$ cat src/rtl/add_1.sv
// Registered n-bit incrementer built as an explicit half-adder ripple chain.
// S = X + 1, with the carry-out in S[n], shown one clock after in_valid.
module add_1 #(
    parameter int n = 8
) (
    input  logic         clk,
    input  logic         rst_n,
    input  logic [n-1:0] X,
    input  logic         in_valid,
    output logic [n:0]   S,
    output logic         out_valid,
    output logic         ovf
);

    logic [n:0]   c;
    logic [n-1:0] sum;

    // Half-adder chain with the carry-in tied to 1, so the +1 carry path stays visible.
    always_comb begin
        // NOTE: give every always_comb output a default first so that no path can infer a latch.
        c   = '0;
        sum = '0;
        c[0] = 1'b1;
        for (int i = 0; i < n; i++) begin
            sum[i]   = X[i] ^ c[i];
            c[i + 1] = X[i] & c[i];
        end
    end

    // NOTE: sequential state uses non-blocking assignments, so every flop samples pre-edge values.
    always_ff @(posedge clk or negedge rst_n) begin
        if (!rst_n) begin
            S         <= '0;
            ovf       <= 1'b0;
            out_valid <= 1'b0;
        end else begin
            out_valid <= in_valid;
            // When in_valid is low S and ovf hold, so a stray X/Z operand never reaches them.
            if (in_valid) begin
                S   <= {c[n], sum};
                ovf <= c[n];
            end
        end
    end

endmodule

$ cat config.mk
export PLATFORM = sky130hd
export DESIGN_NAME = add_1
export DESIGN_NICKNAME = d
export VERILOG_FILES = /design/src/rtl/add_1.sv
export SDC_FILE = /design/constraint.sdc
export NUM_CORES = 1
export LEC_CHECK = 0
export ABC_AREA = 1
export BUFFER_PORTS_ARGS = -buffer_cell sky130_fd_sc_hd__buf_2
export CAP_MARGIN = 20
export CORE_MARGIN = 3
export CORE_UTILIZATION = 35
export CTS_CLUSTER_DIAMETER = 120
export DETAILED_ROUTE_END_ITERATION = 10
export MAX_ROUTING_LAYER = met4
export PLACE_DENSITY_LB_ADDON = 0.15
export SYNTH_ARGS = -nofsm -noshare
export SYNTH_HDL_FRONTEND = slang
export SYNTH_SLANG_ARGS = --single-unit
$ cat constraint.sdc
create_clock -name clk -period 0.8 [get_ports clk]
set_input_delay 0.16 -clock clk [delete_from_list [all_inputs] [get_ports clk]]
set_output_delay 0.16 -clock clk [all_outputs]
set_load 0.01 [all_outputs]
==> results.yml <==
die:
  start_util: 0.397
  fp.dieW_um: 42.5
  coreArea_sq_um: 1170
  die_h_um: 42.5
  ios: 22
  dieArea_sq_um: 1800
  core.rowCount: 12
drt:
  ant_nets: 0
  drc_errors: 0
  drt-total-wl_um: 933
  drtIter0Drc: 6
  routed_via_density: 4.43
  vias: 390
  wl_per_cell_um: 10.6
  first_pass_iters: 4
timing:
  finalSetupViolations: 16
  finalWorstSetupSlack_ps: -545
  fmax_mhz: 743
  rsz0062_at_grt: "true"
  hold_viol: 0
  period_minus_slack_ps: 1350
  relSlewSlack: 0.850
  fin_tns_setup_ps: -3190
  fin_crit_sh: 1.68
  drv_slew: 0
  skew_ps: 0
  worst_pin_slew_ps: 225
synthesis:
  syn_area_per_cell_sq_um: 9.70
  syn-num-nets: 66
  synth.top_cell.area_share: 0.538
  synthDominantAreaCellType: "dfrtp_1"
  synth_area_sq_um: 465
  synth_seq_cells: 10
  synth_area_leaders: "dfrtp_1, nand2_1, ha_1"
  synth-seq-area-share: 0.538
  yosys_warnings: 0
  ys_types: 7
  syn_inst: 48
power_and_ir_drop:
  finalPower_w: 0.00114
  p_leak_nw: 0.393
  power_frac_comb: 0.214
  vdd_drop_max_v: 0.00119
  p_clk_frac: 0.288
  swShare: 0.260
  p_per_area_nw_per_um2: 1550
  p_seq_frac: 0.498
  power.internal_w: 0.000846
  power_switching_w: 0.000298
cells_and_area:
  drive_gt1_frac: 0.514
  fillers: 113
  layout.cells.most_common: "nand2_1"
  layout_common_cells: "nand2_1, buf_2, dfrtp_1"
  final_core_util: 0.628
  antennaDiodeCount: 0
  nNetsFinal: 94
  area_growth_pct: 58.1
  final_cells: 88
status:
  violations: "setup timing"
  status: "finished, violations left"
global_routing:
  grt_pass1_wl_um: 1730
  grt_util_all_layers: 0.133
  grt_pass1_vias: 392
  antenna_found_initial: 0
  grt_max_degree: 11
  overflow: 0
clock_tree:
  clock-sinks: 10
  cts_buffers: 3
  path_clk_slew_ps: 60
  root_buffer: "clkbuf_4"
  clk_latency_ps: 260
  ctsLongestPathBuffers: 2
  cts_htree_levels: 1
  cts_tree: "built"
placed_design:
  dpl.cell_count: 82
  io_buffers: 21
  gp_congestion: 0.688
  place_ws_ps: -871
  dp_hpwl_um: 798
critical_path:
  start_kind: "primary input"
  worstSetupPathType: "primary input to flip-flop"
  worstPathRequired_ps: 950
  arrival_ps: 1500
  crit_fanout: 2
  cp-end-kind: "flip-flop"
hold_path:
  hold_path.class: "primary input to flip-flop"
flow_run:
  maxCapViolations: 0
[per-layer routing]
metal / wire (um) / vias up / GRT usage / share of wire
met5: 0 / - / - / 0
met4: 0 / 0 / 0.0745 / 0
met3: 75 / 0 / 0.0472 / 0.080
met2: 473 / 14 / 0.198 / 0.51
met1: 384 / 174 / 0.155 / 0.41
li1: - / 202 / - / -
[final cells by class]
class | count | area (sq um) | share of cell area
tap | 14 | 17.5 | 0.0238
inverter | 2 | 7.51 | 0.0102
multi-input combinational | 34 | 284 | 0.386
clock buffer | 3 | 22.5 | 0.0306
sequential | 10 | 250 | 0.340
timing repair buffer | 25 | 154 | 0.209
[state kept, by name, indices dropped and copies added (netlist names)]
signal / cells
out_valid: 1
S: 9
[cell usage after synthesis]
master / count
buf_4: 1
inv_2: 1
ha_1: 7
buf_6: 1
dfrtp_1: 10
inv_1: 1
nand2_1: 27
[critical path, stage by stage]
cell	delay, ps
buf_8	100
ha_4	160
ha_4	160
ha_4	150
ha_4	150
ha_4	160
ha_4	150
ha_4	200
nand2_2	60
nand2_2	40
[logic make-up (layout without fill, tap and decap cells)]
family | after synthesis | in the layout | share of synthesized area
adders and majority gates | 7 | 7 | 0.188
buffers and inverters | 4 | 30 | 0.0564
DFF | 10 | 10 | 0.538
and+or+nand+nor | 27 | 27 | 0.218
[final timing paths]
check                      depth (start not counted)     start   endpoint  slack [ps]
setup / recovery                                  10      X[0]       S[7]        -550
hold / removal                                     1  in_valid  out_valid         120
setup reg to reg                                   4      S[4]       S[4]         -20
hold reg to reg                                    2      S[1]       S[1]         470
max in group asynchronous                          2     rst_n       S[3]         330
min in group asynchronous                          2     rst_n  out_valid         280
[power by group through the flow]
stage / combinational [W] / sequential [W] / clock, W
floorplan: 0.0000838 / 0.000604 / 0
global placement: 0.000211 / 0.000579 / 0
detailed placement: 0.000218 / 0.000580 / 0
CTS: 0.000238 / 0.000570 / 0.000342
global route: 0.000280 / 0.000576 / 0.000367
finish: 0.000245 / 0.000570 / 0.000329
[repair_timing]
action	in CTS	in global routing
endpoints found under the hold margin	10	0
buffers inserted	1	1
hold buffers	1	0
gates resized for setup	4	3
endpoints found under the setup margin	16	16
pin swaps	8	8
[stage by stage]
step,area (sq um),hold WS [ps]
floorplan,553,-136
global placement,664,31.3
detailed placement,664,33.3
CTS,719,115
global route,736,123
finish,736,117
Note: power is estimated with default switching activity, not from simulation.
